[config.mk]
export PLATFORM = sky130hd
export DESIGN_NAME = pc_unit
export DESIGN_NICKNAME = d
export VERILOG_FILES = /design/src/rtl/pc_unit.sv
export SDC_FILE = /design/constraint.sdc
export NUM_CORES = 1
export LEC_CHECK = 0
export CORE_MARGIN = 5
export CORE_UTILIZATION = 42
export DETAILED_ROUTE_END_ITERATION = 7
export PLACE_DENSITY_LB_ADDON = 0.2
export SKIP_LAST_GASP = 1
export SLEW_MARGIN = 20
export SYNTH_ARGS = -nofsm -noshare
export SYNTH_HDL_FRONTEND = slang
export SYNTH_SLANG_ARGS = --single-unit
[constraint.sdc]
create_clock -name clk -period 3 [get_ports clk]
set_clock_uncertainty 0.05 [all_clocks]
set_input_delay 0.6 -clock clk [delete_from_list [all_inputs] [get_ports clk]]
set_output_delay 0.6 -clock clk [all_outputs]
set_load 0.05 [all_outputs]
[src/rtl/pc_unit.sv]
//==============================================================================
// Module   : pc_unit
// Purpose  : Program counter with branch/jump redirect, stall hold and a sticky
//            misaligned-redirect trap. Define PC_UNIT_DELAY_SLOT_EN for one
//            MIPS branch delay slot.
// Revision : 1.0 - initial release
//==============================================================================
`default_nettype none

module pc_unit #(
   parameter logic [31:0] RESET_PC = 32'h0000_0000
) (
   input  logic        clk,
   input  logic        rst_n,
   input  logic        stall,
   input  logic        pc_src,
   input  logic [31:0] branch_target,
   input  logic        jump,
   input  logic [25:0] jump_index,
   input  logic        fetch_ready,
   output logic [31:0] pc,
   output logic [31:0] pc_plus4,
   output logic        fetch_valid,
   output logic        align_err
);

   typedef enum logic [0:0] {
      NORMAL  = 1'b0,
      PENDING = 1'b1
   } state_t;

   state_t      state_q, state_d;
   logic [31:0] pc_q, pc_d;
   logic [31:0] tgt_q, tgt_d;
   logic        err_q, err_d;
   logic        live_q;

   logic        w_adv;
   logic        w_redirect;
   logic        w_misaligned;
   logic [31:0] w_jump_tgt;
   logic [31:0] w_target;

   assign pc          = pc_q;
   assign pc_plus4    = pc_q + 32'd4;
   assign align_err   = err_q;
   // live_q is low for exactly one cycle after any edge that sampled reset.
   assign fetch_valid = live_q & ~err_q;
   assign w_adv       = fetch_valid & fetch_ready & ~stall;
   assign w_jump_tgt  = {pc_plus4[31:28], jump_index, 2'b00};

   always_comb begin
      w_redirect   = jump | pc_src;
      w_target     = jump ? w_jump_tgt : branch_target;
      w_misaligned = w_redirect && (w_target[1:0] != 2'b00);
   end

   always_comb begin
      pc_d    = pc_q;
      state_d = state_q;
      tgt_d   = tgt_q;
      err_d   = err_q;
`ifdef PC_UNIT_DELAY_SLOT_EN
      if (w_adv) begin
         // Redirects seen in the delay slot itself are dropped.
         if (state_q == PENDING) begin
            pc_d    = tgt_q;
            state_d = NORMAL;
         end else if (w_misaligned) begin
            err_d = 1'b1;
         end else if (w_redirect) begin
            pc_d    = pc_plus4;
            tgt_d   = w_target;
            state_d = PENDING;
         end else begin
            pc_d = pc_plus4;
         end
      end
`else
      if (w_adv) begin
         if (w_misaligned) begin
            err_d = 1'b1;
         end else if (w_redirect) begin
            pc_d = w_target;
         end else begin
            pc_d = pc_plus4;
         end
      end
`endif
   end

   always_ff @(posedge clk) begin
      if (!rst_n) begin
         pc_q    <= RESET_PC;
         state_q <= NORMAL;
         tgt_q   <= 32'h0000_0000;
         err_q   <= 1'b0;
         live_q  <= 1'b0;
      end else begin
         pc_q    <= pc_d;
         state_q <= state_d;
         tgt_q   <= tgt_d;
         err_q   <= err_d;
         live_q  <= 1'b1;
      end
   end

endmodule

`default_nettype wire

# Yosys cells after proc, flatten, opt, wreduce, memory -nomap -nowiden
# Cells that the tools add are included.
# word_totals
ff_bits	34
latch_bits	0
ramBits	0
mem_bits_ro	0
in_bits	64
memories	0
# classes
add_sub_neg	1
multipliers	0
div	0
order_cmp	0
n_eq_ne	0
shifts	0
muxes	3
n_bitwise	7
reduce_logical	4
# op_table
operator	count
$mux W32	2
$add A32 B3 Y32 const B	1
$reduce_and A2 Y1	2
$and A1 B1 Y1	3
$not A1 Y1	3
$reduce_bool A2 Y1	1
$logic_and A1 B1 Y1	1
$mux W1	1
$or A1 B1 Y1	1

# Logic depth before layout (Yosys ltp)
# Gate-level depths: netlist of run 1.
# logic_depth
word_depth	6
depth_mapped	8

# Worst setup path after synthesis of run 1
# OpenSTA, ideal clock, no wires.
# synth_timing
kind	register to output
start	register pc_q[2] (netlist: pc[2])
end	output pc_plus4[24]
arrival_ns	2.760
slack_ns	-0.410
path_stages_with_launch	7
cell_sequence	dfxtp_1 -> ha_1 -> nand3_2 -> or4_4 -> buf_6 -> nor3_4 -> xor2_1
# synth_via
elab_chain_len	1
# synth_rtl
item	line	rtl
from (decl)	33	logic [31:0] pc_q, pc_d;
from (signal assigned)	100	pc_q <= pc_d;
$add A32 B3 Y32	45	assign pc_plus4 = pc_q + 32'd4;
to (decl)	22	output logic [31:0] pc_plus4,
# Every way passes these cells.

# Worst setup path after layout of run 1
# layout_timing
start	register pc_q[12] (netlist: pc[12])
end	output pc_plus4[24]
# Same word-level chain as after synthesis.

==> reports/summary.md, run 1 <==
The run finished with clean final reports. The logs give 8152 um^2 for the floorplan die area and 42.89% for the initial cell density of the core. After routing the design area is 4564 um^2. Summing every instance area after synthesis gives 2708 um^2.

The first detailed-routing pass took 5 iterations. The count of cell types in the netlist is 61. The core box area is 6314 um^2. Type of the worst min-delay path: flip-flop to flip-flop.

The clock passes through at most 2 buffers. The I/O pin total was 130. For the max-slew violation count, the log shows 0. The final layout net count was 555.

The count of buffers inserted at the top-level ports was 129; the top cell type's share of synthesized area was 25.14%. For this block, the initial DRC count from the detailed router was 268. After floorplanning, the core was divided into 29 placement rows.

CTS placed an instance of sky130_fd_sc_hd__clkbuf_8 at the clock tree root. The run gives 0 as the antenna diode count. For this run, design rule violations remaining after detail routing come to 0.

STA puts the critical path data required time at 2350 ps. The type of the worst setup path is flip-flop to output port. Largest area contributor in the netlist: sky130_fd_sc_hd__dfxtp_1. In this run the cell area measured after placement is 4403 um^2. The worst path uses 99.19% of the clock period. The overall die width came out at 90.29 um.

Timing would allow up to 0.3361 GHz. For the final cell count without fillers, the log shows 566. The worst pin sits at a relative slew slack of 64.62%. Summed over all nets, the switching power comes to 0.0004638 W. The last weighted congestion value of the routability-driven placer is 0.8503. For the max-cap violation count, the log shows 0. The first global-routing pass estimated 16830 um of wire.

The number of vias after detailed routing is 3383, and the fraction of layout instances using a drive strength above 1 is 20.04%. After technology mapping, the gate count stands at 365. IR analysis of the VDD net gives a maximum drop of 0.1762 mV.

The run gives 557 as the number of cells in the design after placement. At the pin with the least slew margin, the transition time is 529.0 ps. After clock tree synthesis, the clock-pin slew on the worst setup and hold paths is 70 ps.

The run gives 0 as the initial antenna violation count. Summed over all nets, the half-perimeter wirelength after detailed placement is 7770 um. The portion of total power attributed to the clock network was 25.9%.

Number of synthesized register bits: 34. Setup violations remaining at the end of the flow were counted as 0. The share of total power dissipated in combinational logic is 35.8%. In this run the vertical extent of the chip is 90.29 um.

After synthesis, flip-flops and latches occupy 25.14% of the total area. Sorting the synthesized cells by area gives the leading types as sky130_fd_sc_hd__dfxtp_1 (25%), sky130_fd_sc_hd__xnor2_1 (6.1%), sky130_fd_sc_hd__nand2_1 (6.1%). In the synthesized netlist the async set-or-reset flop fraction comes to 0%. The clock reaches the later pin of the worst-skew pair after 290 ps.

From synthesis to final layout, the design area changed by 68.58%. The tools report the final number of hold-violating endpoints as 0. In the final routed layout, each cell accounts on average for 17.96 um. The sequential power share was 38.3%. TritonCTS built the clock tree.

The fraction of power spent switching nets came out at 34.78%. The vias per cell was 5.977. Ranked by instance count, the synthesized netlist is headed by sky130_fd_sc_hd__nand2_1 (44), sky130_fd_sc_hd__dfxtp_1 (34), sky130_fd_sc_hd__a21oi_1 (26), sky130_fd_sc_hd__nor2_1 (26), sky130_fd_sc_hd__nand3_1 (23). Setup repair after global routing could not meet its margin everywhere.

Entering global routing, the biggest net connects 33 pins. The routed design could run at a clock period as short as 2976 ps. For the CTS buffer count, the log shows 5. Endpoint class of the critical path: an output port. The synthesized design contains 0 enable-type register cells. For the internal power contribution, the log shows 0.0008696 W. The number of global-route vias before repair is 3408.

The tools report the post-synthesis net count as 430. Wires add up to 10170 um. Final hold analysis gives a worst-case slack of 454.0 ps. The post-synthesis area per instance is 7.418 um^2, and the remaining antenna violation count is 0.

sky130_fd_sc_hd__nand2_1 is the most common cell in the netlist. The maximum fanout along the worst path is 7. The H-tree generated during clock tree synthesis spans 2 levels. Power spread over the standard cell area amounts to 292.1 nW/um^2. The logs give 2330 ps for the data arrival time of the critical path and 0 for the total global routing overflow.

STA classifies the critical path startpoint as a flip-flop. The analysis attributes to cell leakage a power of 1.737 nW. The commonest register cell after synthesis is sky130_fd_sc_hd__dfxtp_1. Buffers inserted to repair hold after CTS numbered 0. CTS saw 34 sinks. The logs give 24.48% for the aggregate global-route resource usage and 0 for the number of warnings printed during yosys synthesis.
## registers in the layout, summed over array words and instances (netlist names)
signal	flops
pc	32
align_err	1
live_q	1
## stage by stage
step,setup slack [ps],setup TNS [ps],util (%),power (W)
5_1_grt,-36.22,-36.22,72.29,0.001380
2_1_floorplan,-88.21,-292.8,-,0.0007628
3_5_place_dp,262.7,0,69.74,0.0009947
3_3_place_gp,353.2,0,69.74,0.0009866
6_report,24.31,0,72.29,0.001333
4_1_cts,-9.299,-9.299,71.17,0.001328
## kinds of logic after synthesis
kind of cell    after synthesis  share of synthesized area (%)
mux                           6                          2.218
simple gates                155                          31.42
fa+ha+maj                     1                         0.4620
xor+xnor                     28                          9.057
buf+inv                      38                          6.423
flops                        34                          25.14
compound gates              103                          25.28
## worst max-delay path, stage by stage (launching register included)
cell	delay, ps
sky130_fd_sc_hd__dfxtp_1	470
sky130_fd_sc_hd__nand3_1	290
sky130_fd_sc_hd__or4_4	640
sky130_fd_sc_hd__nor3_4	270
sky130_fd_sc_hd__xor2_2	200
sky130_fd_sc_hd__buf_12	160
## timing repair
item,in CTS,in global routing
setup buffers,0,3
pin swaps,0,3
resized for setup,2,12
setup endpoints to repair,2,15
## power groups by stage
stage / Clock (W) / Combinational [W] / Sequential, W
2_1_floorplan: 0 / 0.000196 / 0.000566
3_3_place_gp: 0 / 0.000471 / 0.000516
3_5_place_dp: 0 / 0.000477 / 0.000518
4_1_cts: 0.000342 / 0.000478 / 0.000508
5_1_grt: 0.000361 / 0.000505 / 0.000514
6_report: 0.000345 / 0.000478 / 0.000510
## path summary, 6_finish.rpt
kind | from | to | slack, ps | depth (start not counted)
worst max-delay path | pc[12]$_SDFFE_PN0P_ | pc_plus4[24] | 20 | 5
worst min-delay path | pc[1]$_SDFFE_PN0P_ | pc[1]$_SDFFE_PN0P_ | 450 | 1
worst max register to register | pc[22]$_SDFFE_PN0P_ | pc[31]$_SDFFE_PN0P_ | 770 | 5
worst min register to register | pc[1]$_SDFFE_PN0P_ | pc[1]$_SDFFE_PN0P_ | 450 | 1
## cell usage in the layout, fill, tap and decap left out, types with 3 or more instances in the layout
cell type / netlist / routed
sky130_fd_sc_hd__a221o_1: 5 / 5
sky130_fd_sc_hd__o21ai_0: 21 / 21
sky130_fd_sc_hd__a31oi_1: 8 / 8
sky130_fd_sc_hd__a21oi_1: 26 / 25
sky130_fd_sc_hd__clkdlybuf4s50_1: 0 / 106
sky130_fd_sc_hd__xnor2_1: 19 / 8
sky130_fd_sc_hd__buf_4: 2 / 26
sky130_fd_sc_hd__o22ai_1: 8 / 8
sky130_fd_sc_hd__inv_1: 4 / 4
sky130_fd_sc_hd__nand3_1: 23 / 23
sky130_fd_sc_hd__or3_1: 5 / 5
sky130_fd_sc_hd__or2_2: 3 / 3
sky130_fd_sc_hd__nand2_1: 44 / 43
sky130_fd_sc_hd__xor2_2: 0 / 4
sky130_fd_sc_hd__clkbuf_8: 0 / 6
sky130_fd_sc_hd__xor2_1: 9 / 4
sky130_fd_sc_hd__buf_12: 0 / 19
sky130_fd_sc_hd__dfxtp_2: 0 / 7
sky130_fd_sc_hd__a22o_1: 3 / 3
sky130_fd_sc_hd__a22oi_1: 4 / 4
sky130_fd_sc_hd__o211ai_1: 7 / 7
sky130_fd_sc_hd__dfxtp_1: 34 / 26
sky130_fd_sc_hd__mux2i_1: 6 / 6
sky130_fd_sc_hd__and3_1: 8 / 8
sky130_fd_sc_hd__nand4_1: 8 / 8
sky130_fd_sc_hd__o31a_1: 3 / 3
sky130_fd_sc_hd__nand3b_1: 3 / 3
sky130_fd_sc_hd__nor3_1: 10 / 9
sky130_fd_sc_hd__nand2b_1: 4 / 4
sky130_fd_sc_hd__xnor2_2: 0 / 11
sky130_fd_sc_hd__nor2_1: 26 / 24
## cell type report
class                      count  area (um^2)
tap                           77        96.34
clock buffer                   6        82.58
timing repair buffer         151         1637
inverter                       5        18.77
fill                         500         1749
multi-input combinational    293         2037
sequential                    34        693.2
## routing by layer
metal,vias up,global-route usage [%],wire length [um]
met3,28,6.167,839
met2,163,42.01,5032
met1,1605,29.19,4026
met4,0,9.429,267
li1,1587,-,-
met5,-,0,0
(Power assumes the default switching activity.)
==> run 2, diff against run 1 <==
- CORE_UTILIZATION: 42 -> 49
- DONT_BUFFER_PORTS: unset -> 1
- REMOVE_ABC_BUFFERS: unset -> 1
==> reports/summary.md, run 2 (same netlist as run 1, synthesis figures left out) <==
The y dimension of the die was 84.34 um (was 90.29 um). Leading cell type in the layout, fill and taps excluded: sky130_fd_sc_hd__buf_4 (was sky130_fd_sc_hd__clkdlybuf4s50_1). The number of vias after detailed routing was 2931 (was 3383). The type of element launching the critical path was a flip-flop (unchanged).

TritonCTS built the clock tree. The final critical-path required period was 2902 ps (was 2976 ps); the wire length per cell was 18.98 um (was 17.96 um). The largest net degree at the start of global routing came out at 34 (was 33). The final worst slack was 97.92 ps (was 24.31 ps). For the total length of routed wires, the log shows 9112 um (was 10170 um). The run gives 2957 (was 3408) as the number of global-route vias before repair. The fraction of layout instances using a drive strength above 1 was 23.53% (was 20.04%). The transition at the pin with the smallest max-transition slack was 968.3 ps (was 529.0 ps); the placement-stage worst setup slack was 357.7 ps (was 262.7 ps).

The final cell count without fillers is 480 (was 566), and the number of cells in the design after placement is 472 (was 557). The floorplan die area was 7112 um^2 (was 8152 um^2). The final number of hold-violating endpoints was 0 (unchanged); the number of flip-flops in the largest register was 32 (unchanged). The logs give 49.78% (was 42.89%) for the initial cell density of the core and 1.327 nW (was 1.737 nW) for the static leakage power. The CTS buffer count was 5 (unchanged); the number of DRC markers in iteration 0 was 206 (was 268). The maximum clock insertion buffer count is 2 (unchanged), and the CTS clock-pin slew for the worst setup and hold paths is 70 ps (about the same).

The tools report the post-route standard cell area excluding fillers as 3279 um^2 (was 4564 um^2). Data arrival time of the critical path: 2250 ps (was 2330 ps). The run gives 25.46% (was 24.48%) as the aggregate global-route resource usage.

For the max-slew violation count, the log shows 0 (unchanged). The run gives 60.29% (was 72.29%) as the final core area utilization. The post-CTS setup buffer count was 0 (unchanged); the power density of the placed cells was 364.1 nW/um^2 (was 292.1 nW/um^2). The clock latency reported for the late side of the worst-skew pair came out at 290 ps (about the same). The last weighted congestion value of the routability-driven placer came out at 0.8355 (was 0.8503). The I/O pin total is 130 (unchanged). For the number of sinks on the clock net, the log shows 34 (unchanged).

The type of the worst setup path is flip-flop to output port (unchanged). The wire length of the first global-routing pass is 14940 um (was 16830 um), and the relative slew slack is 35.36% (was 64.62%). Setup repair after global routing could not meet its margin everywhere. For the final number of setup-violating endpoints, the log shows 0 (unchanged).

The total global routing overflow is 0 (unchanged). The tools report the antenna diode count as 0 (unchanged). The run gives 2 (unchanged) as the CTS H-tree depth. The worst hold margin came out at 286.1 ps (was 454.0 ps). The number of resized instances in the post-cts repair step was 0 (was 2); the overall die width was 84.34 um (was 90.29 um).

The total of fill cells in the finished design is 524 (was 500). The fraction of the cycle the final worst path needs works out to 96.74% (was 99.19%). The number of remaining DRC errors came out at 0 (unchanged). The tools report the half-perimeter wire length of the detailed placement result as 6742 um (was 7770 um). The remaining antenna violation count came out at 0 (unchanged). The number of iterations in the first detailed-routing pass is 5 (unchanged).

The highest attainable clock frequency is 0.3446 GHz (was 0.3361 GHz). Endpoint class of the critical path: an output port (unchanged). The final layout net count was 472 (was 555).

The post-placement cell area came out at 3172 um^2 (was 4403 um^2). The type of the worst min-delay path is input pin to flip-flop (was flip-flop to flip-flop). The required arrival time at the worst endpoint was 2350 ps (about the same); the area growth from synthesis to final layout was 21.12% (was 68.58%). The flow ran to the end, and the final reports show no timing, DRC or antenna violations. The max-cap violation count was 0 (unchanged); the maximum fanout along the worst path was 8 (was 7).

For the number of buffers added to fix hold violations after cts, the log shows 0 (unchanged). Leading cell types in the layout, fill and taps excluded: sky130_fd_sc_hd__buf_4 (67), sky130_fd_sc_hd__nand2_1 (44), sky130_fd_sc_hd__dfxtp_1 (34), sky130_fd_sc_hd__nor2_1 (26), sky130_fd_sc_hd__a21oi_1 (25) (was sky130_fd_sc_hd__clkdlybuf4s50_1 (106), sky130_fd_sc_hd__nand2_1 (43), sky130_fd_sc_hd__dfxtp_1 (26), sky130_fd_sc_hd__buf_4 (26), sky130_fd_sc_hd__a21oi_1 (25)). The initial antenna violation count is 0 (unchanged).

The vias per cell is 6.106 (was 5.977). The CTS root buffer was sky130_fd_sc_hd__clkbuf_8 (unchanged). The tools report the worst voltage drop across the vdd grid as 0.1846 mV (was 0.1762 mV). Floorplan row count: 27 (was 29). The count of buffers inserted at the top-level ports was 0 (was 129).

The run gives 5439 um^2 (was 6314 um^2) as the core box area.
[run 2: cell types whose count changed in the layout (fill, tap and decap cells not counted), sizes merged]
cell	before	now
clkinv	1	2
buf	45	68
clkdlybuf4s50	106	0
clkbuf	6	7
[run 2: path summary, 6_finish.rpt]
path	start	to	slack, ps	cells past startpoint
setup / recovery	pc[3]$_SDFFE_PN0P_	pc_plus4[26]	100	6
setup reg to reg	pc[2]$_SDFFE_PN0P_	pc[31]$_SDFFE_PN0P_	820	6
hold / removal	rst_n	live_q$_DFF_P_	290	0
hold reg to reg	pc[13]$_SDFFE_PN0P_	pc[13]$_SDFFE_PN0P_	640	3
[run 2: cell type report]
type	count	area, um^2	area share, %
well taps	72	90.09	2.747
clock buffers	7	86.33	2.633
flip-flops and latches	34	680.7	20.76
repair buffers	68	523.0	15.95
inverters	5	18.77	0.5723
clock inverters	1	5.005	0.1526
multi-input cells	293	1876	57.19
[run 2: stage by stage]
stage | total power (W) | TNS (ps)
final | 0.001194 | 0
after CTS | 0.001194 | 0
after floorplan | 0.0007347 | -3561
after detailed placement | 0.0008337 | 0
after global placement | 0.0008311 | 0
after global routing | 0.001240 | -4.543
[run 2: critical path, cell delays in order (launching register included)]
cell and delay (ps):
sky130_fd_sc_hd__dfxtp_1 400, sky130_fd_sc_hd__ha_2 250, sky130_fd_sc_hd__nand3_2 190, sky130_fd_sc_hd__or4_4 550
sky130_fd_sc_hd__nor3_4 180, sky130_fd_sc_hd__xnor2_1 200, sky130_fd_sc_hd__buf_12 180
[run 2: power breakdown]
part           internal [W]  switching, W  leakage [nW]  total (W)
Sequential         0.000469     0.0000140         0.276   0.000483
Combinational      0.000104      0.000237          1.00   0.000341
Clock              0.000186      0.000184        0.0482   0.000370
Total              0.000759      0.000435          1.33    0.00119
[run 2: layer usage]
layer / up-vias / track usage, % / share of wire, %
li1: 1426 / - / -
met1: 1349 / 32.70 / 43
met2: 132 / 41.46 / 46
met3: 24 / 6.575 / 8.6
met4: 0 / 8.777 / 2.3
met5: - / 0 / 0
==> run 3, diff against run 2 <==
- PLACE_DENSITY: unset -> 0.62
- PLACE_DENSITY_LB_ADDON: 0.2 -> unset
==> reports/summary.md, run 3 (same netlist as run 1, synthesis figures left out) <==
The number of remaining DRC errors was 0 (unchanged); the number of global-route vias before repair was 2886 (was 2957). The leading cell type in the layout, fill and taps excluded was sky130_fd_sc_hd__buf_4 (unchanged). The fraction of the cycle the final worst path needs is 96.12% (was 96.74%), and the wire length per cell is 19.21 um (was 18.98 um). Type of element launching the critical path: a flip-flop (unchanged). The critical hold path startpoint is rst_n (unchanged). Power density of the placed cells: 362.1 nW/um^2 (was 364.1 nW/um^2). The tools report the max-slew violation count as 0 (unchanged). The hold-critical path depth was 0 (unchanged); the post-route standard cell area excluding fillers was 3274 um^2 (was 3279 um^2). The flow ran to the end, and the final reports show no timing, DRC or antenna violations. The clock latency reported for the late side of the worst-skew pair is 290 ps (about the same). The count of buffers inserted at the top-level ports was 0 (unchanged).

The last weighted congestion value of the routability-driven placer came out at 0.8603 (was 0.8355). The maximum fanout along the worst path is 8 (unchanged). The relative slew slack was 35.82% (was 35.36%).

The number of cells traversed by the worst register-to-register path was 5 (was 6). The run gives 0.001186 W (was 0.001194 W) as the total power of the final layout. The worst hold endpoint is live_q$_DFF_P_ (unchanged). For the CTS buffer count, the log shows 5 (unchanged). The overall die width came out at 84.34 um (unchanged). Setup repair after global routing left no endpoint under its margin. The type of the worst setup path is flip-flop to output port (unchanged). CTS H-tree depth: 2 (unchanged).

The remaining antenna violation count was 0 (unchanged). Total global routing overflow: 0 (unchanged). The vias per cell is 6.209 (was 6.106), and the worst hold margin is 283.8 ps (was 286.1 ps). The max-cap violation count is 0 (unchanged), and the worst voltage drop across the vdd grid is 0.2012 mV (was 0.1846 mV). For the setup TNS, the log shows 0 ps (unchanged).

The number of vias after detailed routing is 2974 (was 2931). For the number of buffers added to fix hold violations after cts, the log shows 0 (unchanged). For the antenna diode count, the log shows 0 (unchanged). TritonCTS built the clock tree. Leading cell types in the layout, fill and taps excluded: sky130_fd_sc_hd__buf_4 (66), sky130_fd_sc_hd__nand2_1 (44), sky130_fd_sc_hd__dfxtp_1 (34), sky130_fd_sc_hd__nor2_1 (26), sky130_fd_sc_hd__a21oi_1 (25) (was sky130_fd_sc_hd__buf_4 (67), sky130_fd_sc_hd__nand2_1 (44), sky130_fd_sc_hd__dfxtp_1 (34), sky130_fd_sc_hd__nor2_1 (26), sky130_fd_sc_hd__a21oi_1 (25)). The tools report the launch instance of the worst register-to-register path as pc[7]$_SDFFE_PN0P_ (was pc[2]$_SDFFE_PN0P_). Endpoint class of the critical path: an output port (unchanged).

The required arrival time at the worst endpoint is 2350 ps (about the same). The endpoint of the worst-slack reg-to-reg timing path was pc[15]$_SDFFE_PN0P_ (was pc[31]$_SDFFE_PN0P_). The I/O pin total is 130 (unchanged), and the floorplan die area is 7112 um^2 (unchanged).

The logs give 0 (unchanged) for the final number of setup-violating endpoints and 6653 um (was 6742 um) for the half-perimeter wire length of the detailed placement result. The core box area was 5439 um^2 (unchanged); the area growth from synthesis to final layout was 20.93% (was 21.12%). For the number of sinks on the clock net, the log shows 34 (unchanged).

Final number of hold-violating endpoints: 0 (unchanged). The static leakage power was 1.322 nW (was 1.327 nW). The number of DRC markers in iteration 0 is 249 (was 206), and the final core area utilization is 60.20% (was 60.29%). The maximum clock insertion buffer count is 2 (unchanged), and the highest attainable clock frequency is 0.3468 GHz (was 0.3446 GHz). The logs give 9201 um (was 9112 um) for the total length of routed wires and 34 (unchanged) for the largest net degree at the start of global routing. The tools report the wire length of the first global-routing pass as 14610 um (was 14940 um). The data arrival time of the critical path is 2230 ps (was 2250 ps), and the number of flip-flops in the largest register is 32 (unchanged). The tools report the initial cell density of the core as 49.78% (unchanged). The CTS root buffer is sky130_fd_sc_hd__clkbuf_8 (unchanged). The aggregate global-route resource usage is 24.78% (was 25.46%), and the number of iterations in the first detailed-routing pass is 7 (was 5). The initial antenna violation count was 0 (unchanged).

The y dimension of the die was 84.34 um (unchanged); the floorplan row count was 27 (unchanged). The fraction of layout instances using a drive strength above 1 works out to 23.10% (was 23.53%). The type of the worst min-delay path is input pin to flip-flop (unchanged). The final critical-path required period is 2884 ps (was 2902 ps). The post-placement cell area was 3164 um^2 (was 3172 um^2). The tools report the final layout net count as 471 (was 472).

For the minimum setup slack among reg-to-reg paths, the log shows 920 ps (was 820 ps). The CTS clock-pin slew for the worst setup and hold paths came out at 80 ps (was 70 ps). The transition at the pin with the smallest max-transition slack works out to 961.4 ps (was 968.3 ps).
## run 3: cell count changes in the layout (fill, tap and decap cells not counted)
cell	change
sky130_fd_sc_hd__buf_4	-1
sky130_fd_sc_hd__nand3_1	+1
sky130_fd_sc_hd__nand3_4	+1
sky130_fd_sc_hd__nand3_2	-2
## run 3: area by class of cell
class                      instances  area (um^2)
tap                               72        90.09
clock buffer                       7        86.33
timing repair buffer              67        515.5
inverter                           5        18.77
fill                             515         2165
multi-input combinational        293         1878
sequential                        34        680.7
clock inverter                     1        5.005
## run 3: how the worst max path moves through the flow
| stage | startpoint | to |
|---|---|---|
| 3_3_place_gp | pc[3]$_SDFFE_PN0P_ | pc_plus4[18] |
| 4_1_cts | pc[3]$_SDFFE_PN0P_ | pc_plus4[18] |
| 3_5_place_dp | pc[3]$_SDFFE_PN0P_ | pc_plus4[18] |
| 6_report | pc[3]$_SDFFE_PN0P_ | pc_plus4[26] |
| 2_1_floorplan | pc[2]$_SDFFE_PN0P_ | pc_plus4[24] |
| 5_1_grt | pc[3]$_SDFFE_PN0P_ | pc_plus4[24] |
## run 3: stage by stage
| stage | std cells | worst slack (ps) |
|---|---|---|
| floorplan | 332 | -360.4 |
| global placement | 471 | 390.3 |
| detailed placement | 471 | 352.0 |
| CTS | 479 | 45.46 |
| global route | 479 | 15.53 |
| finish | 479 | 116.3 |
## run 3: what timing repair did
action	in CTS	in global routing
setup endpoints to repair	0	6
resized for setup	0	3
buffers inserted	0	0
## run 3: worst max-delay path, stage by stage, from the launching register on
cell and delay, ps:
sky130_fd_sc_hd__dfxtp_1 420, sky130_fd_sc_hd__ha_2 280, sky130_fd_sc_hd__nand3_4 150, sky130_fd_sc_hd__or4_4 540, sky130_fd_sc_hd__nor3_4 190, sky130_fd_sc_hd__xnor2_1 200
sky130_fd_sc_hd__buf_12 180
## run 3: report_power, final
part	switching (W)	leakage, nW	internal, W	total (W)
logic	0.000234	0.997	0.000103	0.000338
registers	0.0000152	0.276	0.000470	0.000485
clock network	0.000178	0.0482	0.000186	0.000363
## run 3: per-layer routing
| metal | GRT usage (%) | vias up | wire (um) | part of all wire, % |
|---|---|---|---|---|
| li1 | - | 1425 | - | - |
| met1 | 32.92 | 1403 | 3989 | 43 |
| met2 | 41.03 | 140 | 4334 | 47 |
| met3 | 6.869 | 6 | 787 | 8.6 |
| met4 | 3.885 | 0 | 90 | 0.98 |
| met5 | 0 | - | 0 | 0 |
